## config.mk

```make
export PLATFORM = sky130hd
export DESIGN_NAME = slice_op_sequencer
export DESIGN_NICKNAME = d
export VERILOG_FILES = /design/src/rtl/slice_seq_pkg.sv /design/src/rtl/slice_step_ctr.sv /design/src/rtl/slice_op_sequencer.sv
export SDC_FILE = /design/constraint.sdc
export NUM_CORES = 1
export LEC_CHECK = 0
export ABC_AREA = 1
export BUFFER_PORTS_ARGS = -buffer_cell sky130_fd_sc_hd__buf_2
export CAP_MARGIN = 10
export CORE_UTILIZATION = 49
export CTS_CLUSTER_DIAMETER = 50
export DETAILED_ROUTE_END_ITERATION = 16
export PLACE_DENSITY = 0.84
export SYNTH_ARGS = -nofsm -noshare
export SYNTH_HDL_FRONTEND = slang
export SYNTH_SLANG_ARGS = --single-unit
```

## constraint.sdc

```tcl
create_clock -name clk -period 1.7 [get_ports clk]
set_input_delay 0.17 -clock clk [delete_from_list [all_inputs] [get_ports clk]]
set_output_delay 0.17 -clock clk [all_outputs]
set_load 0.005 [all_outputs]
```

## src/rtl/slice_seq_pkg.sv

```systemverilog
// Shared types and constants for the bit-slice op sequencer.
// Command ops, datapath mode encodings and sequencer FSM states.
package slice_seq_pkg;

  typedef enum logic [1:0] {
    OP_PASS = 2'b00,
    OP_ADD  = 2'b01,
    OP_SUB  = 2'b10,
    OP_CLR  = 2'b11
  } op_e;

  typedef enum logic [2:0] {
    ST_IDLE    = 3'd0,
    ST_ISSUE   = 3'd1,
    ST_WAIT    = 3'd2,
    ST_CAPTURE = 3'd3,
    ST_OUT     = 3'd4
  } state_e;

  localparam logic [3:0] MODE_IDLE = 4'h0;
  localparam logic [3:0] MODE_ADD  = 4'h1;
  localparam logic [3:0] MODE_SUB  = 4'h2;
  localparam logic [3:0] MODE_OVR  = 4'hF;

  function automatic logic [3:0] mode_of(input op_e op);
    logic [3:0] m;
    case (op)
      OP_PASS: m = MODE_IDLE;
      OP_ADD:  m = MODE_ADD;
      OP_SUB:  m = MODE_SUB;
      OP_CLR:  m = MODE_OVR;
      default: m = MODE_IDLE;
    endcase
    return m;
  endfunction

  // SUB seeds a carry of 1 to complete the two's-complement subtract.
  function automatic logic first_cin(input op_e op, input logic cin);
    logic c;
    case (op)
      OP_ADD:  c = cin;
      OP_SUB:  c = 1'b1;
      default: c = 1'b0;
    endcase
    return c;
  endfunction

endpackage

```

## src/rtl/slice_step_ctr.sv

```systemverilog
// Step counter for the sequencer: tracks the entry index within a command,
// produces the wrapped operand select (base+idx) and the last-step flag.
module slice_step_ctr
  import slice_seq_pkg::*;
#(
  parameter int SEL_W = 4,
  parameter int LEN_W = 4
) (
  input  logic             clk,
  input  logic             rst,
  input  logic             load,
  input  logic             adv,
  input  logic             clr,
  input  logic [SEL_W-1:0] base,
  input  logic [LEN_W-1:0] len,
  output logic [SEL_W-1:0] sel,
  output logic             last
);

  localparam logic [LEN_W-1:0] IDX_ONE = LEN_W'(1'b1);

  logic [SEL_W-1:0] base_r;
  logic [SEL_W-1:0] sel_r;
  logic [LEN_W-1:0] len_r;
  logic [LEN_W-1:0] idx_r;
  logic             last_r;
  logic [LEN_W-1:0] idx_nx_s;

  assign idx_nx_s = idx_r + IDX_ONE;

  // Index, select and last flag; select arithmetic wraps at 2**SEL_W.
  always_ff @(posedge clk) begin
    if (rst) begin
      base_r <= '0;
      len_r  <= '0;
      idx_r  <= '0;
      sel_r  <= '0;
      last_r <= 1'b0;
    end else if (load) begin
      base_r <= base;
      len_r  <= len;
      idx_r  <= '0;
      sel_r  <= base;
      last_r <= (len == '0);
    end else if (adv) begin
      idx_r  <= idx_nx_s;
      sel_r  <= base_r + SEL_W'(idx_nx_s);
      last_r <= (idx_nx_s == len_r);
    end else if (clr) begin
      idx_r  <= '0;
      sel_r  <= '0;
      last_r <= 1'b0;
    end else begin
      idx_r  <= idx_r;
      sel_r  <= sel_r;
      last_r <= last_r;
    end
  end

  assign sel  = sel_r;
  assign last = last_r;

endmodule

```

## src/rtl/slice_op_sequencer.sv

```systemverilog
// Walks the bit-slice datapath through cmd_len+1 entries, one slice op per
// entry, chaining the carry and streaming result bits out with valid/ready.
module slice_op_sequencer
  import slice_seq_pkg::*;
#(
  parameter int DP_LAT = 1,
  parameter int SEL_W  = 4,
  parameter int LEN_W  = 4
) (
  input  logic             clk,
  input  logic             rst,
  input  logic             cmd_valid,
  output logic             cmd_ready,
  input  logic [1:0]       cmd_op,
  input  logic [SEL_W-1:0] cmd_base,
  input  logic [LEN_W-1:0] cmd_len,
  input  logic             cmd_cin,
  output logic [SEL_W-1:0] dp_sel,
  output logic [3:0]       dp_mode,
  output logic             dp_bypass,
  output logic             dp_kill,
  output logic             dp_cin,
  input  logic             dp_sum,
  input  logic             dp_cout,
  output logic             res_valid,
  input  logic             res_ready,
  output logic             res_bit,
  output logic             res_last,
  output logic             carry_out,
  output logic             busy
);

  localparam logic [1:0] WAIT_LAST = 2'((DP_LAT >= 2) ? (DP_LAT - 2) : 0);

  state_e     state_r, state_nx_s;
  op_e        op_r;
  op_e        cmd_op_s;
  logic       cout_r;
  logic [1:0] wait_r;
  logic       last_s;
  logic       accept_s, hs_s, adv_s, done_s;

  logic       cmd_ready_r, busy_r, dp_kill_r, dp_bypass_r, dp_cin_r;
  logic [3:0] dp_mode_r;
  logic       res_valid_r, res_bit_r, res_last_r, carry_out_r;

  logic       cmd_ready_nx_s, busy_nx_s, dp_kill_nx_s, dp_bypass_nx_s, dp_cin_nx_s;
  logic [3:0] dp_mode_nx_s;
  logic       res_valid_nx_s, res_bit_nx_s, res_last_nx_s, carry_out_nx_s;

  assign cmd_op_s = op_e'(cmd_op);
  assign accept_s = (state_r == ST_IDLE) && cmd_valid && cmd_ready_r;
  assign hs_s     = (state_r == ST_OUT) && res_ready;
  assign adv_s    = hs_s && !last_s;
  assign done_s   = hs_s && last_s;

  slice_step_ctr #(.SEL_W(SEL_W), .LEN_W(LEN_W)) u_ctr (
    .clk  (clk),
    .rst  (rst),
    .load (accept_s),
    .adv  (adv_s),
    .clr  (done_s),
    .base (cmd_base),
    .len  (cmd_len),
    .sel  (dp_sel),
    .last (last_s)
  );

  // FSM state register.
  always_ff @(posedge clk) begin
    if (rst) begin
      state_r <= ST_IDLE;
    end else begin
      state_r <= state_nx_s;
    end
  end

  // FSM next-state logic.
  always_comb begin
    state_nx_s = state_r;
    case (state_r)
      ST_IDLE:    if (accept_s) state_nx_s = ST_ISSUE; else state_nx_s = ST_IDLE;
      ST_ISSUE:   if (DP_LAT <= 1) state_nx_s = ST_CAPTURE; else state_nx_s = ST_WAIT;
      ST_WAIT:    if (wait_r == WAIT_LAST) state_nx_s = ST_CAPTURE; else state_nx_s = ST_WAIT;
      ST_CAPTURE: state_nx_s = ST_OUT;
      ST_OUT: begin
        if (hs_s) begin
          if (last_s) state_nx_s = ST_IDLE; else state_nx_s = ST_ISSUE;
        end else begin
          state_nx_s = ST_OUT;
        end
      end
      default:    state_nx_s = ST_IDLE;
    endcase
  end

  // Latency counter, latched op and the carry captured from the current step.
  always_ff @(posedge clk) begin
    if (rst) begin
      wait_r <= 2'd0;
      op_r   <= OP_PASS;
      cout_r <= 1'b0;
    end else begin
      wait_r <= (state_r == ST_WAIT) ? (wait_r + 2'd1) : 2'd0;
      if (accept_s) op_r <= cmd_op_s;
      if (state_r == ST_CAPTURE) cout_r <= (op_r == OP_CLR) ? 1'b0 : dp_cout;
    end
  end

  // Next values of the registered outputs.
  always_comb begin
    cmd_ready_nx_s = (state_nx_s == ST_IDLE);
    busy_nx_s      = (state_nx_s != ST_IDLE);
    dp_mode_nx_s   = dp_mode_r;
    dp_bypass_nx_s = dp_bypass_r;
    dp_kill_nx_s   = dp_kill_r;
    dp_cin_nx_s    = dp_cin_r;
    res_valid_nx_s = res_valid_r;
    res_bit_nx_s   = res_bit_r;
    res_last_nx_s  = res_last_r;
    carry_out_nx_s = carry_out_r;
    if (accept_s) begin
      dp_mode_nx_s   = mode_of(cmd_op_s);
      dp_bypass_nx_s = (cmd_op_s == OP_PASS);
      dp_kill_nx_s   = (cmd_op_s == OP_CLR);
      dp_cin_nx_s    = first_cin(cmd_op_s, cmd_cin);
    end else if (state_r == ST_CAPTURE) begin
      res_valid_nx_s = 1'b1;
      res_bit_nx_s   = (op_r == OP_CLR) ? 1'b0 : dp_sum;
      res_last_nx_s  = last_s;
    end else if (adv_s) begin
      dp_cin_nx_s    = cout_r;
      res_valid_nx_s = 1'b0;
      res_bit_nx_s   = 1'b0;
      res_last_nx_s  = 1'b0;
    end else if (done_s) begin
      dp_mode_nx_s   = MODE_IDLE;
      dp_bypass_nx_s = 1'b0;
      dp_kill_nx_s   = 1'b1;
      dp_cin_nx_s    = 1'b0;
      res_valid_nx_s = 1'b0;
      res_bit_nx_s   = 1'b0;
      res_last_nx_s  = 1'b0;
      carry_out_nx_s = cout_r;
    end else begin
      res_valid_nx_s = res_valid_r;
    end
  end

  // Output registers; reset drops everything to idle values in one edge.
  always_ff @(posedge clk) begin
    if (rst) begin
      cmd_ready_r <= 1'b0;
      busy_r      <= 1'b0;
      dp_mode_r   <= MODE_IDLE;
      dp_bypass_r <= 1'b0;
      dp_kill_r   <= 1'b1;
      dp_cin_r    <= 1'b0;
      res_valid_r <= 1'b0;
      res_bit_r   <= 1'b0;
      res_last_r  <= 1'b0;
      carry_out_r <= 1'b0;
    end else begin
      cmd_ready_r <= cmd_ready_nx_s;
      busy_r      <= busy_nx_s;
      dp_mode_r   <= dp_mode_nx_s;
      dp_bypass_r <= dp_bypass_nx_s;
      dp_kill_r   <= dp_kill_nx_s;
      dp_cin_r    <= dp_cin_nx_s;
      res_valid_r <= res_valid_nx_s;
      res_bit_r   <= res_bit_nx_s;
      res_last_r  <= res_last_nx_s;
      carry_out_r <= carry_out_nx_s;
    end
  end

  assign cmd_ready = cmd_ready_r;
  assign busy      = busy_r;
  assign dp_mode   = dp_mode_r;
  assign dp_bypass = dp_bypass_r;
  assign dp_kill   = dp_kill_r;
  assign dp_cin    = dp_cin_r;
  assign res_valid = res_valid_r;
  assign res_bit   = res_bit_r;
  assign res_last  = res_last_r;
  assign carry_out = carry_out_r;

endmodule

```

==> flow_summary.html, run 1 <==
<table>
<tr><th>Metric</th><th>Value</th></tr>
<tr><th colspan="2">Outcome</th></tr>
<tr><td>Run status</td><td>finished, final reports clean</td></tr>
<tr><th colspan="2">Pwr</th></tr>
<tr><td>Clock group share of total power</td><td>0.210</td></tr>
<tr><td>Max IR drop VDD</td><td>approximately 0.64 mV</td></tr>
<tr><td>Combinational share of power</td><td>0.292</td></tr>
<tr><td>Power per cell area</td><td>approximately 1000 nW/um^2</td></tr>
<tr><td>Leakage power summed over all cells</td><td>between 0.9 and 1 nW</td></tr>
<tr><td>Sw Share</td><td>0.365</td></tr>
<tr><td>Sequential share of power</td><td>0.497</td></tr>
<tr><td>Switching power</td><td>around 0.8 mW</td></tr>
<tr><td>Cell Int Power</td><td>roughly 1.4 mW</td></tr>
<tr><th colspan="2">Layout</th></tr>
<tr><td>Number of nets in the layout</td><td>between 300 and 400</td></tr>
<tr><td>Final std cell area, no fill</td><td>between 2000 and 2500 um^2</td></tr>
<tr><td>Number of antenna diodes</td><td>0</td></tr>
<tr><td>Share of final-layout standard cells stronger than drive strength 1</td><td>0.237</td></tr>
<tr><td>Area growth from synthesis to layout</td><td>19.4%</td></tr>
<tr><td>Sequential Area</td><td>between 700 and 800 um^2</td></tr>
<tr><td>Multi-input gate area</td><td>approximately 900 um^2</td></tr>
<tr><td>Layout Utilization</td><td>0.621</td></tr>
<tr><td>Number of fillers in the final layout</td><td>302</td></tr>
<tr><th colspan="2">Logic synthesis</th></tr>
<tr><td>Netlist Area Pre-Place</td><td>between 1500 and 2000 um^2</td></tr>
<tr><td>Number of synthesized flops with an enable pin</td><td>0</td></tr>
<tr><td>Leading cell type by number of instances after synthesis</td><td>sky130_fd_sc_hd__nand2_1</td></tr>
<tr><td>Area fraction of the dominant cell type after synthesis</td><td>0.417</td></tr>
<tr><td>Seq/Total Area, Yosys</td><td>0.417</td></tr>
<tr><td>Yosys cell types</td><td>31</td></tr>
<tr><td>Synth Flop Type</td><td>sky130_fd_sc_hd__dfxtp_1</td></tr>
<tr><td>Synth Instances</td><td>around 230</td></tr>
<tr><td>Most area-hungry cell type in the Yosys netlist</td><td>sky130_fd_sc_hd__dfxtp_1</td></tr>
<tr><td>Biggest area contributors in the synthesized netlist</td><td>sky130_fd_sc_hd__dfxtp_1 42%, sky130_fd_sc_hd__nand2_1 11%, sky130_fd_sc_hd__ha_1 7.0%</td></tr>
<tr><td>Flop and latch count out of synthesis</td><td>37</td></tr>
<tr><td>Net count after synthesis</td><td>259</td></tr>
<tr><td>Synth warn</td><td>0</td></tr>
<tr><td>Avg Inst Size Synth</td><td>between 7 and 8 um^2</td></tr>
<tr><td>Fraction of registers with async set or reset after synthesis</td><td>0</td></tr>
<tr><td>Most frequent cells after synthesis</td><td>52 x sky130_fd_sc_hd__nand2_1, 37 x sky130_fd_sc_hd__dfxtp_1, 31 x sky130_fd_sc_hd__inv_1</td></tr>
<tr><th colspan="2">Drt</th></tr>
<tr><td>Number of vias per cell after detailed routing</td><td>roughly 5.1</td></tr>
<tr><td>Routed wirelength normalized by instance count</td><td>~12 um</td></tr>
<tr><td>Number of design rule violations left after detail routing</td><td>0</td></tr>
<tr><td>Antenna Violating Nets Remaining</td><td>0</td></tr>
<tr><td>Total Routed Length</td><td>3.94 mm</td></tr>
<tr><td>1st-iter DRT viols</td><td>76</td></tr>
<tr><td>Total iterations of the first detailed-routing run</td><td>4</td></tr>
<tr><td>Vias post-DR</td><td>between 1500 and 2000</td></tr>
<tr><th colspan="2">Critical path</th></tr>
<tr><td>Data arrival time of the worst path</td><td>around 1900 ps</td></tr>
<tr><td>Critical path endpoint category</td><td>flip-flop</td></tr>
<tr><td>Worst Setup Path Type</td><td>flip-flop to flip-flop</td></tr>
<tr><td>Critical-path maximum fanout</td><td>4</td></tr>
<tr><td>CP Data Required Time</td><td>2000 ps</td></tr>
<tr><td>Critical Path Source Type</td><td>flip-flop</td></tr>
<tr><th colspan="2">Die</th></tr>
<tr><td>Placeable Area</td><td>between 3000 and 4000 um^2</td></tr>
<tr><td>Standard-cell rows</td><td>21</td></tr>
<tr><td>Initial standard-cell utilization of the core</td><td>0.520</td></tr>
<tr><td>Die footprint</td><td>slightly below 4000 um^2</td></tr>
<tr><td>Height of the die</td><td>roughly 62 um</td></tr>
<tr><td>Top-Level Pins</td><td>34</td></tr>
<tr><td>X dimension of the die</td><td>roughly 62 um</td></tr>
<tr><th colspan="2">Clock tree</th></tr>
<tr><td>Root buffer cell</td><td>sky130_fd_sc_hd__clkbuf_4</td></tr>
<tr><td>Maximum number of buffers from clock root to sink</td><td>2</td></tr>
<tr><td>Clock insertion delay at the later pin of the skew report</td><td>roughly 360 ps</td></tr>
<tr><td>Total CTS buffers</td><td>5</td></tr>
<tr><td>Clk slew on worst S/H paths</td><td>120 ps</td></tr>
<tr><td>TritonCTS clock tree</td><td>built</td></tr>
<tr><td>Sink count of the clock tree</td><td>37</td></tr>
<tr><td>Hold Buf Count CTS</td><td>0</td></tr>
<tr><td>Depth of the CTS H-tree</td><td>2</td></tr>
<tr><th colspan="2">Worst hold path</th></tr>
<tr><td>Kind of path behind the tightest hold check</td><td>input port to flip-flop</td></tr>
<tr><th colspan="2">Placed design</th></tr>
<tr><td>Worst-case setup slack after placement</td><td>-19.9 ps</td></tr>
<tr><td>Number of buffer cells added on primary ports</td><td>33</td></tr>
<tr><td>Placed instance area</td><td>around 2000 um^2</td></tr>
<tr><td>Placer congestion estimate</td><td>a little over 0.9</td></tr>
<tr><td>Detailed-placement wirelength estimate</td><td>about 2.8 mm</td></tr>
<tr><th colspan="2">Timing</th></tr>
<tr><td>Fin crit period</td><td>around 1600 ps</td></tr>
<tr><td>Setup clock skew after layout</td><td>around 7.4 ps</td></tr>
<tr><td>Max Clk Rate</td><td>roughly 0.62 GHz</td></tr>
<tr><td>Hold violation total from the final report</td><td>0</td></tr>
<tr><td>Slew Limit Fails</td><td>0</td></tr>
<tr><td>Worst setup margin</td><td>between 80 and 90 ps</td></tr>
<tr><td>Setup-violating endpoint count in the final report</td><td>0</td></tr>
<tr><td>Worst hold slack after final layout</td><td>about 66 ps</td></tr>
<tr><td>Max transition margin</td><td>0.784</td></tr>
<tr><td>Worst slew pin tran</td><td>323 ps</td></tr>
<tr><td>Period utilisation layout</td><td>0.948</td></tr>
<tr><td>Setup TNS Final</td><td>0 ps</td></tr>
<tr><th colspan="2">GRT</th></tr>
<tr><td>Leftover overflow at the end of global routing</td><td>0</td></tr>
<tr><td>Maximum number of pins on one net before global-route repair</td><td>16</td></tr>
<tr><td>Vias in the first global route</td><td>1469</td></tr>
<tr><td>Number of antenna violations at the first check in global routing</td><td>0</td></tr>
<tr><td>Global-route wire length before repair</td><td>around 6.5 mm</td></tr>
<tr><td>Total routing resource utilization after global routing</td><td>0.215</td></tr>
<tr><th colspan="2">Job</th></tr>
<tr><td>MaxCap Viol Count</td><td>0</td></tr>
</table>
## flip-flops by register name, indices dropped and copies added, names as in the netlist, 2 cells and up
register      flops
dp_mode           3
op_r              2
state_r           3
u_ctr.base_r      4
u_ctr.idx_r       4
u_ctr.len_r       4
u_ctr.sel         4
wait_r            2
## cells by family after synthesis
logic type                 share of synthesized area
and+or+nand+nor                                0.259
buffers and inverters                         0.0965
xor gates and xnor gates                      0.0148
adders and majority gates                     0.0817
DFF                                            0.417
AOI/OAI and AO/OA                              0.131
## layer usage
layer	track usage	vias up	part of all wire
li1	-	826	-
met1	0.276	744	0.49
met2	0.342	42	0.46
met3	0.0662	5	0.044
met4	0.0698	0	0.011
met5	0	-	0
## cells in the final DEF (no fill, tap or decap), drive strengths merged, types with 2 or more instances in the layout
cell	n
a21oi	21
dfxtp	37
a22oi	3
clkinv	2
nand2	52
inv	34
nor2	23
o21ai	11
nand3	16
o22ai	3
a31oi	2
xnor2	2
nand4	2
clkbuf	5
buf	41
ha	10
nor3	3
## power by group through the flow
stage / sequential [mW] / clock (mW) / combinational, mW
after floorplan: 1.11 / 0 / 0.475
after global placement: 1.12 / 0 / 0.625
after detailed placement: 1.12 / 0 / 0.642
after CTS: 1.11 / 0.473 / 0.646
after global routing: 1.12 / 0.508 / 0.738
final: 1.11 / 0.468 / 0.651
## critical path, stage by stage, from the launching register on
cell and delay, ps:
sky130_fd_sc_hd__dfxtp_2 370, sky130_fd_sc_hd__buf_4 140, sky130_fd_sc_hd__inv_2 60, sky130_fd_sc_hd__ha_1 190
sky130_fd_sc_hd__inv_1 90, sky130_fd_sc_hd__fa_1 410, sky130_fd_sc_hd__o21a_1 200, sky130_fd_sc_hd__a21oi_2 110
## metrics by stage
step / cells / power, mW
after detailed placement: 310 / 1.76
after global placement: 310 / 1.74
after floorplan: 231 / 1.59
final: 320 / 2.23
after global routing: 320 / 2.37
after CTS: 318 / 2.22
## final cells by class
type | count | area share
flip-flops and latches | 37 | 0.350
repair buffers | 41 | 0.106
clock buffers | 5 | 0.0177
multi-input cells | 154 | 0.429
clock inverters | 3 | 0.00825
well taps | 46 | 0.0271
inverters | 34 | 0.0613
## timing repair
action                                 in CTS  in global routing
setup endpoints to repair                   1                  3
setup buffers                               0                  2
gates resized for setup                     2                  8
endpoints found under the hold margin       0                  0
pin swaps                                   0                  2
## worst paths after layout
kind	slack, ps	endpoint	depth (start not counted)	startpoint
hold reg to reg	430	wait_r[0]	1	wait_r[0]
hold / removal	70	cout_r	3	dp_cout
setup / recovery	90	u_ctr.sel[1]	7	u_ctr.idx_r[0]
setup reg to reg	90	u_ctr.sel[1]	7	u_ctr.idx_r[0]
Note: power is estimated with default switching activity, not from simulation.
==> run 2, diff against run 1 <==
--- a/config.mk
+++ b/config.mk
@@ -8,10 +8,11 @@
 export ABC_AREA = 1
 export BUFFER_PORTS_ARGS = -buffer_cell sky130_fd_sc_hd__buf_2
 export CAP_MARGIN = 10
-export CORE_UTILIZATION = 49
+export CORE_MARGIN = 2
+export CORE_UTILIZATION = 58
 export CTS_CLUSTER_DIAMETER = 50
 export DETAILED_ROUTE_END_ITERATION = 16
-export PLACE_DENSITY = 0.84
+export PLACE_DENSITY = 0.92
 export SYNTH_ARGS = -nofsm -noshare
 export SYNTH_HDL_FRONTEND = slang
 export SYNTH_SLANG_ARGS = --single-unit
==> constraint.sdc (replaced) <==
create_clock -name clk -period 2 [get_ports clk]
set_input_delay 0.2 -clock clk [delete_from_list [all_inputs] [get_ports clk]]
set_output_delay 0.2 -clock clk [all_outputs]
set_load 0.005 [all_outputs]
==> flow_summary.html, run 2 (synthesis gave the netlist of run 1 again) <==
<table>
<tr><th>Metric</th><th>Value</th></tr>
<tr><th colspan="2">Layout</th></tr>
<tr><td>Number of antenna diodes</td><td>0 (unchanged)</td></tr>
<tr><td>Final std cell area, no fill</td><td>2010 um^2 (-5.2%)</td></tr>
<tr><td>Filler-free cell count of the finished design</td><td>299 (-6.6%)</td></tr>
<tr><td>Layout Utilization</td><td>0.676 (+0.0544)</td></tr>
<tr><td>Share of final-layout standard cells stronger than drive strength 1</td><td>0.188 (-0.0493)</td></tr>
<tr><td>Most frequent cells in the layout</td><td>52 x sky130_fd_sc_hd__nand2_1, 37 x sky130_fd_sc_hd__dfxtp_1, 33 x sky130_fd_sc_hd__buf_2</td></tr>
<tr><td>Area growth from synthesis to layout</td><td>13.2%</td></tr>
<tr><td>Most common library cell in the layout ignoring fill and taps</td><td>sky130_fd_sc_hd__nand2_1</td></tr>
<tr><td>Number of nets in the layout</td><td>294 (-2.3%)</td></tr>
<tr><th colspan="2">Placed design</th></tr>
<tr><td>Placer congestion estimate</td><td>0.872 (-6.4%)</td></tr>
<tr><td>Cell total after placement</td><td>292 (-5.8%)</td></tr>
<tr><td>Placed instance area</td><td>1950 um^2 (-2.7%)</td></tr>
<tr><td>Number of buffer cells added on primary ports</td><td>33 (unchanged)</td></tr>
<tr><td>Detailed-placement wirelength estimate</td><td>2.80 mm (+0.46%)</td></tr>
<tr><th colspan="2">Pwr</th></tr>
<tr><td>Leakage power summed over all cells</td><td>0.936 nW (-3.6%)</td></tr>
<tr><td>Sequential share of power</td><td>0.501 (+0.004)</td></tr>
<tr><td>Max IR drop VDD</td><td>0.553 mV (-13%)</td></tr>
<tr><td>Sw Share</td><td>0.350 (-0.0142)</td></tr>
<tr><td>Power per cell area</td><td>933 nW/um^2 (-11%)</td></tr>
<tr><td>Clock group share of total power</td><td>0.212 (+0.002)</td></tr>
<tr><td>Cell Int Power</td><td>1.22 mW (-14%)</td></tr>
<tr><td>Combinational share of power</td><td>0.288 (-0.004)</td></tr>
<tr><td>Switching power</td><td>0.658 mW (-19%)</td></tr>
<tr><th colspan="2">Timing</th></tr>
<tr><td>Setup clock skew after layout</td><td>7.53 ps (+0.136 ps)</td></tr>
<tr><td>Worst hold slack after final layout</td><td>117 ps (+51.0 ps)</td></tr>
<tr><td>Setup-violating endpoint count in the final report</td><td>0 (unchanged)</td></tr>
<tr><td>Period utilisation layout</td><td>0.921 (-0.0271)</td></tr>
<tr><td>Hold violation total from the final report</td><td>0 (unchanged)</td></tr>
<tr><td>Max Clk Rate</td><td>0.543 GHz (-13%)</td></tr>
<tr><td>Max transition margin</td><td>0.793 (+0.00845)</td></tr>
<tr><td>Worst slew pin tran</td><td>310 ps (-12.7 ps)</td></tr>
<tr><td>Fin crit period</td><td>1840 ps (+230 ps)</td></tr>
<tr><td>Slew Limit Fails</td><td>0 (unchanged)</td></tr>
<tr><th colspan="2">Die</th></tr>
<tr><td>Height of the die</td><td>59.3 um (-4.6%)</td></tr>
<tr><td>Die footprint</td><td>3520 um^2 (-9.0%)</td></tr>
<tr><td>Placeable Area</td><td>2980 um^2 (-13%)</td></tr>
<tr><td>Standard-cell rows</td><td>20 (-4.8%)</td></tr>
<tr><td>X dimension of the die</td><td>59.3 um (-4.6%)</td></tr>
<tr><td>Initial standard-cell utilization of the core</td><td>0.597 (+0.0765)</td></tr>
<tr><td>Top-Level Pins</td><td>34 (unchanged)</td></tr>
<tr><th colspan="2">Clock tree</th></tr>
<tr><td>Root buffer cell</td><td>sky130_fd_sc_hd__clkbuf_4</td></tr>
<tr><td>Clk slew on worst S/H paths</td><td>100 ps (-20 ps)</td></tr>
<tr><td>Sink count of the clock tree</td><td>37 (unchanged)</td></tr>
<tr><td>Total CTS buffers</td><td>5 (unchanged)</td></tr>
<tr><td>Maximum number of buffers from clock root to sink</td><td>2 (unchanged)</td></tr>
<tr><td>TritonCTS clock tree</td><td>built</td></tr>
<tr><td>Clock insertion delay at the later pin of the skew report</td><td>340 ps (-20 ps)</td></tr>
<tr><td>Depth of the CTS H-tree</td><td>2 (unchanged)</td></tr>
<tr><td>Post-CTS Setup Repair Bufs</td><td>0 (unchanged)</td></tr>
<tr><th colspan="2">Critical path</th></tr>
<tr><td>Data arrival time of the worst path</td><td>2110 ps (+190 ps)</td></tr>
<tr><td>Critical-path maximum fanout</td><td>5 (+1)</td></tr>
<tr><td>Critical path endpoint category</td><td>flip-flop</td></tr>
<tr><td>Worst Setup Path Type</td><td>flip-flop to flip-flop</td></tr>
<tr><td>CP Data Required Time</td><td>2270 ps (+270 ps)</td></tr>
<tr><td>Critical Path Source Type</td><td>flip-flop</td></tr>
<tr><th colspan="2">Job</th></tr>
<tr><td>MaxCap Viol Count</td><td>0 (unchanged)</td></tr>
<tr><th colspan="2">Worst hold path</th></tr>
<tr><td>Kind of path behind the tightest hold check</td><td>input port to flip-flop</td></tr>
<tr><th colspan="2">GRT</th></tr>
<tr><td>Vias in the first global route</td><td>1541 (+4.9%)</td></tr>
<tr><td>Global-route wire length before repair</td><td>6.50 mm (-0.43%)</td></tr>
<tr><td>Maximum number of pins on one net before global-route repair</td><td>16 (unchanged)</td></tr>
<tr><td>Leftover overflow at the end of global routing</td><td>0 (unchanged)</td></tr>
<tr><td>Total routing resource utilization after global routing</td><td>0.247 (+0.0324)</td></tr>
<tr><td>Number of antenna violations at the first check in global routing</td><td>0 (unchanged)</td></tr>
<tr><th colspan="2">Drt</th></tr>
<tr><td>Number of design rule violations left after detail routing</td><td>0 (unchanged)</td></tr>
<tr><td>1st-iter DRT viols</td><td>50 (-34%)</td></tr>
<tr><td>Total Routed Length</td><td>3.86 mm (-2.1%)</td></tr>
<tr><td>Antenna Violating Nets Remaining</td><td>0 (unchanged)</td></tr>
<tr><td>Total iterations of the first detailed-routing run</td><td>4 (unchanged)</td></tr>
<tr><td>Routed wirelength normalized by instance count</td><td>12.9 um (+4.8%)</td></tr>
<tr><td>Vias post-DR</td><td>1626 (+0.56%)</td></tr>
<tr><td>Number of vias per cell after detailed routing</td><td>5.44 (+7.6%)</td></tr>
<tr><th colspan="2">Outcome</th></tr>
<tr><td>Run status</td><td>finished, final reports clean</td></tr>
</table>
run 2: cell types whose count changed in the layout (fill, tap and decap cells not counted), sizes merged:
cell	change
buf	-7
clkbuf	+2
clkinv	-2
clkinvlp	-1
run 2: through the flow:
stage / setup WS, ps / power [mW] / setup TNS, ps
2_1_floorplan: 359 / 1.35 / 0
3_3_place_gp: 290 / 1.46 / 0
3_5_place_dp: 197 / 1.49 / 0
4_1_cts: 170 / 1.88 / 0
5_1_grt: -49.2 / 2.00 / -49.2
6_report: 159 / 1.88 / 0
run 2: critical path: stages, from the launching register on:
cell	delay (ps)
sky130_fd_sc_hd__dfxtp_1	410
sky130_fd_sc_hd__ha_1	250
sky130_fd_sc_hd__xor2_2	200
sky130_fd_sc_hd__ha_1	310
sky130_fd_sc_hd__nand2_1	80
sky130_fd_sc_hd__nand2_1	40
sky130_fd_sc_hd__nor2_1	130
sky130_fd_sc_hd__inv_1	50
sky130_fd_sc_hd__nand3_1	80
sky130_fd_sc_hd__nand3_1	90
sky130_fd_sc_hd__a21oi_1	140
run 2: power by group through the flow:
stage                     registers, mW  logic [mW]  clock network (mW)
after floorplan                   0.944       0.403                   0
after global placement            0.950       0.511                   0
final                             0.940       0.540               0.397
after detailed placement          0.955       0.537                   0
after global routing              0.955       0.609               0.435
after CTS                         0.939       0.542               0.401
run 2: routing by layer:
metal  GRT usage  wire length, um  vias to the layer above
met3      0.0699              250                       10
li1            -                -                      813
met5           0                0                        -
met1       0.293             1690                      744
met4       0.114               82                        0
met2       0.411             1840                       59
run 2: path summary, 6_finish.rpt:
path / end / cells past startpoint / slack (ps) / from
max: u_ctr.sel[3] / 10 / 160 / u_ctr.idx_r[0]
min: cout_r / 3 / 120 / dp_cout
max reg2reg: u_ctr.sel[3] / 10 / 160 / u_ctr.idx_r[0]
min reg2reg: wait_r[0] / 1 / 430 / wait_r[0]
run 2: layout make-up:
cell class / count / area [um^2]
fillers: 247 / 966
inverters: 34 / 130
multi-input cells: 154 / 872
well taps: 33 / 41.3
repair buffers: 34 / 173
flip-flops and latches: 37 / 741
clock buffers: 7 / 55.1
run 2: what timing repair did:
item,CTS,global route
setup endpoints to repair,0,1
endpoints found under the hold margin,0,0
hold buffers,0,0
gates resized for setup,0,1
==> run 3, diff against run 2 <==
--- a/config.mk
+++ b/config.mk
@@ -5,7 +5,7 @@
 export SDC_FILE = /design/constraint.sdc
 export NUM_CORES = 1
 export LEC_CHECK = 0
-export ABC_AREA = 1
+export ABC_AREA = 0
 export BUFFER_PORTS_ARGS = -buffer_cell sky130_fd_sc_hd__buf_2
 export CAP_MARGIN = 10
 export CORE_MARGIN = 2
==> flow_summary.html, run 3 <==
<table>
<tr><th>Metric</th><th>Value</th></tr>
<tr><th colspan="2">Worst hold path</th></tr>
<tr><td>Capture endpoint of the worst hold path</td><td>u_ctr.len_r[1]</td></tr>
<tr><td>Worst hold path depth</td><td>3 (unchanged)</td></tr>
<tr><td>Start point of the worst hold path</td><td>cmd_len[1]</td></tr>
<tr><td>Kind of path behind the tightest hold check</td><td>input port to flip-flop</td></tr>
<tr><th colspan="2">Layout</th></tr>
<tr><td>Share of final-layout standard cells stronger than drive strength 1</td><td>0.205 (+0.0171)</td></tr>
<tr><td>Number of antenna diodes</td><td>0 (unchanged)</td></tr>
<tr><td>Most frequent cells in the layout</td><td>37 x sky130_fd_sc_hd__dfxtp_1, 33 x sky130_fd_sc_hd__buf_2, 31 x sky130_fd_sc_hd__nand2_1</td></tr>
<tr><td>Area growth from synthesis to layout</td><td>13.3% (about the same)</td></tr>
<tr><td>Number of fillers in the final layout</td><td>237 (-4.0%)</td></tr>
<tr><td>Most common library cell in the layout ignoring fill and taps</td><td>sky130_fd_sc_hd__dfxtp_1</td></tr>
<tr><td>Number of nets in the layout</td><td>266 (-9.5%)</td></tr>
<tr><th colspan="2">Critical path</th></tr>
<tr><td>Destination of the worst register-to-register timing path</td><td>u_ctr.sel[1]</td></tr>
<tr><td>Cell with the largest stage delay on the worst path</td><td>sky130_fd_sc_hd__fa_1</td></tr>
<tr><td>Critical-path maximum fanout</td><td>4 (-1)</td></tr>
<tr><td>Number of cell instances on the worst register-to-register path</td><td>5 (-5)</td></tr>
<tr><td>Critical path endpoint category</td><td>flip-flop</td></tr>
<tr><td>Worst setup slack for register-to-register paths</td><td>180 ps (+20 ps)</td></tr>
<tr><td>Critical Path Source Type</td><td>flip-flop</td></tr>
<tr><td>CP Data Required Time</td><td>2280 ps (about the same)</td></tr>
<tr><td>Slowest stage delay, CP</td><td>440 ps (+30 ps)</td></tr>
<tr><td>Worst Setup Path Type</td><td>flip-flop to flip-flop</td></tr>
<tr><td>Reg2reg start</td><td>u_ctr.idx_r[0]</td></tr>
<tr><td>Data arrival time of the worst path</td><td>2100 ps (about the same)</td></tr>
<tr><td>Worst-path cell chain</td><td>ha_1 &gt; inv_1 &gt; fa_1 &gt; or3_1 &gt; a31oi_1</td></tr>
<tr><th colspan="2">Timing</th></tr>
<tr><td>Worst hold slack after final layout</td><td>97.3 ps (-19.6 ps)</td></tr>
<tr><td>Setup-violating endpoint count in the final report</td><td>0 (unchanged)</td></tr>
<tr><td>Setup repair after global routing missed its margin</td><td>false</td></tr>
<tr><td>Max transition margin</td><td>0.566 (-0.227)</td></tr>
<tr><td>Setup clock skew after layout</td><td>9.51 ps (+1.98 ps)</td></tr>
<tr><td>Period utilisation layout</td><td>0.909 (-0.0114)</td></tr>
<tr><td>Worst slew pin tran</td><td>652 ps (+341 ps)</td></tr>
<tr><td>Fin crit period</td><td>1820 ps (-22.9 ps)</td></tr>
<tr><td>Setup TNS Final</td><td>0 ps (unchanged)</td></tr>
<tr><td>Slew Limit Fails</td><td>0 (unchanged)</td></tr>
<tr><td>Worst setup margin</td><td>182 ps (+22.9 ps)</td></tr>
<tr><td>Hold violation total from the final report</td><td>0 (unchanged)</td></tr>
<tr><td>Max Clk Rate</td><td>0.550 GHz (+1.3%)</td></tr>
<tr><th colspan="2">Die</th></tr>
<tr><td>X dimension of the die</td><td>59.3 um (about the same)</td></tr>
<tr><td>Placeable Area</td><td>2980 um^2 (unchanged)</td></tr>
<tr><td>Standard-cell rows</td><td>20 (unchanged)</td></tr>
<tr><td>Initial standard-cell utilization of the core</td><td>0.596 (-0.000840)</td></tr>
<tr><td>Die footprint</td><td>3520 um^2 (-0.13%)</td></tr>
<tr><td>Height of the die</td><td>59.3 um (about the same)</td></tr>
<tr><td>Top-Level Pins</td><td>34 (unchanged)</td></tr>
<tr><th colspan="2">Clock tree</th></tr>
<tr><td>Maximum number of buffers from clock root to sink</td><td>2 (unchanged)</td></tr>
<tr><td>Sink count of the clock tree</td><td>37 (unchanged)</td></tr>
<tr><td>Post-CTS Setup Repair Bufs</td><td>0 (unchanged)</td></tr>
<tr><td>Clk slew on worst S/H paths</td><td>100 ps (about the same)</td></tr>
<tr><td>Clock insertion delay at the later pin of the skew report</td><td>360 ps (+20 ps)</td></tr>
<tr><td>Root buffer cell</td><td>sky130_fd_sc_hd__clkbuf_4</td></tr>
<tr><td>Total CTS buffers</td><td>5 (unchanged)</td></tr>
<tr><td>Number of gates given a new drive strength after cts</td><td>0 (unchanged)</td></tr>
<tr><td>Depth of the CTS H-tree</td><td>2 (unchanged)</td></tr>
<tr><td>TritonCTS clock tree</td><td>built</td></tr>
<tr><td>Hold Buf Count CTS</td><td>0 (unchanged)</td></tr>
<tr><th colspan="2">GRT</th></tr>
<tr><td>Global-route wire length before repair</td><td>6.07 mm (-6.6%)</td></tr>
<tr><td>Leftover overflow at the end of global routing</td><td>0 (unchanged)</td></tr>
<tr><td>Number of antenna violations at the first check in global routing</td><td>0 (unchanged)</td></tr>
<tr><td>Total routing resource utilization after global routing</td><td>0.235 (-0.0121)</td></tr>
<tr><td>Maximum number of pins on one net before global-route repair</td><td>39 (+23)</td></tr>
<tr><td>Vias in the first global route</td><td>1406 (-8.8%)</td></tr>
<tr><th colspan="2">Job</th></tr>
<tr><td>MaxCap Viol Count</td><td>0 (unchanged)</td></tr>
<tr><th colspan="2">Drt</th></tr>
<tr><td>1st-iter DRT viols</td><td>98 (+96%)</td></tr>
<tr><td>Vias post-DR</td><td>1523 (-6.3%)</td></tr>
<tr><td>Total iterations of the first detailed-routing run</td><td>4 (unchanged)</td></tr>
<tr><td>Total Routed Length</td><td>3.70 mm (-4.1%)</td></tr>
<tr><td>Routed wirelength normalized by instance count</td><td>13.6 um (+5.4%)</td></tr>
<tr><td>Number of design rule violations left after detail routing</td><td>0 (unchanged)</td></tr>
<tr><td>Number of vias per cell after detailed routing</td><td>5.60 (+3.0%)</td></tr>
<tr><td>Antenna Violating Nets Remaining</td><td>0 (unchanged)</td></tr>
<tr><th colspan="2">Logic synthesis</th></tr>
<tr><td>Avg Inst Size Synth</td><td>8.61 um^2 (+12%)</td></tr>
<tr><td>Synth Flop Type</td><td>sky130_fd_sc_hd__dfxtp_1</td></tr>
<tr><td>Area fraction of the dominant cell type after synthesis</td><td>0.417 (+0.000588)</td></tr>
<tr><td>Leading cell type by number of instances after synthesis</td><td>sky130_fd_sc_hd__dfxtp_1</td></tr>
<tr><td>Biggest area contributors in the synthesized netlist</td><td>sky130_fd_sc_hd__dfxtp_1 42%, sky130_fd_sc_hd__ha_1 7.1%, sky130_fd_sc_hd__a21oi_1 6.8%</td></tr>
<tr><td>Synth warn</td><td>0 (unchanged)</td></tr>
<tr><td>Seq/Total Area, Yosys</td><td>0.417 (+0.000588)</td></tr>
<tr><td>Yosys cell types</td><td>43 (+39%)</td></tr>
<tr><td>Most frequent cells after synthesis</td><td>37 x sky130_fd_sc_hd__dfxtp_1, 31 x sky130_fd_sc_hd__nand2_1, 24 x sky130_fd_sc_hd__a21oi_1</td></tr>
<tr><td>Flop and latch count out of synthesis</td><td>37 (unchanged)</td></tr>
<tr><td>Fraction of registers with async set or reset after synthesis</td><td>0 (unchanged)</td></tr>
<tr><td>Synth Instances</td><td>206 (-11%)</td></tr>
<tr><td>Net count after synthesis</td><td>234 (-9.7%)</td></tr>
<tr><td>Most area-hungry cell type in the Yosys netlist</td><td>sky130_fd_sc_hd__dfxtp_1</td></tr>
<tr><td>Number of synthesized flops with an enable pin</td><td>0 (unchanged)</td></tr>
<tr><td>Netlist Area Pre-Place</td><td>1770 um^2 (-0.14%)</td></tr>
<tr><th colspan="2">Outcome</th></tr>
<tr><td>Run status</td><td>finished, final reports clean</td></tr>
<tr><th colspan="2">Pwr</th></tr>
<tr><td>Leakage power summed over all cells</td><td>0.851 nW (-9.0%)</td></tr>
<tr><td>Max IR drop VDD</td><td>0.618 mV (+12%)</td></tr>
<tr><td>Power per cell area</td><td>884 nW/um^2 (-5.3%)</td></tr>
<tr><td>Design Power</td><td>1.78 mW (-5.4%)</td></tr>
<tr><th colspan="2">Placed design</th></tr>
<tr><td>Placer congestion estimate</td><td>0.820 (-6.0%)</td></tr>
<tr><td>Number of buffer cells added on primary ports</td><td>33 (unchanged)</td></tr>
<tr><td>Worst-case setup slack after placement</td><td>211 ps (+13.9 ps)</td></tr>
<tr><td>Detailed-placement wirelength estimate</td><td>2.62 mm (-6.5%)</td></tr>
</table>
[run 3: cell types whose count changed after synthesis, sizes merged, moves of 4 or more]
cell | previous run | this run
inv | 34 | 9
nand3 | 16 | 10
clkbuf | 3 | 9
nand2 | 52 | 31
o21ai | 11 | 3
nor3 | 3 | 7
nor2 | 23 | 14
[run 3: final cells by class]
cell class	count	area [um^2]	share of cell area
well taps	33	41.3	0.0205
multi-input cells	145	926	0.460
flip-flops and latches	37	741	0.368
clock buffers	6	41.3	0.0205
inverters	9	33.8	0.0168
repair buffers	40	218	0.108
clock inverters	2	10.0	0.00498
[run 3: worst max-delay path: cells and delay by family (launching register included)]
family                     cells  cell delay [ps]
adders and majority gates      2              790
DFF                            1              360
and+or+nand+nor                1              360
AOI/OAI and AO/OA              1              160
buffers and inverters          1               90
[run 3: logic make-up (layout without fill, tap and decap cells)]
logic type,count (synthesis),count (layout),share of synthesized area
xor+xnor,9,9,0.0599
mux,1,1,0.00564
buf+inv,24,57,0.0606
fa+ha+maj,11,11,0.0818
flops,37,37,0.417
simple gates,83,83,0.239
compound gates,41,41,0.135
[run 3: worst max path at each step]
stage,start,endpoint,depth (start not counted)
after global routing,u_ctr.idx_r[0],u_ctr.sel[3],6
after floorplan,u_ctr.idx_r[0],u_ctr.sel[1],5
after detailed placement,u_ctr.idx_r[0],u_ctr.sel[1],5
after global placement,u_ctr.idx_r[0],u_ctr.sel[1],5
final,u_ctr.idx_r[0],u_ctr.sel[1],5
after CTS,u_ctr.idx_r[0],u_ctr.sel[1],5
[run 3: layer usage]
metal	GRT usage	part of all wire
met2	0.388	0.48
met3	0.0895	0.068
met5	0	0
met1	0.273	0.43
met4	0.0942	0.016
[run 3: where the power goes]
group | internal, mW | leakage (nW) | switching (mW)
registers | 0.832 | 0.300 | 0.108
logic | 0.215 | 0.519 | 0.241
clock network | 0.134 | 0.0320 | 0.248
total | 1.18 | 0.851 | 0.597
[run 3: metrics by stage]
stage          cell area (um^2)  instances  utilization
4_1_cts                    2010        272        0.675
3_3_place_gp               1960        264        0.658
5_1_grt                    2010        272        0.675
6_report                   2010        272        0.675
3_5_place_dp               1960        264        0.658
2_1_floorplan              1770        206            -
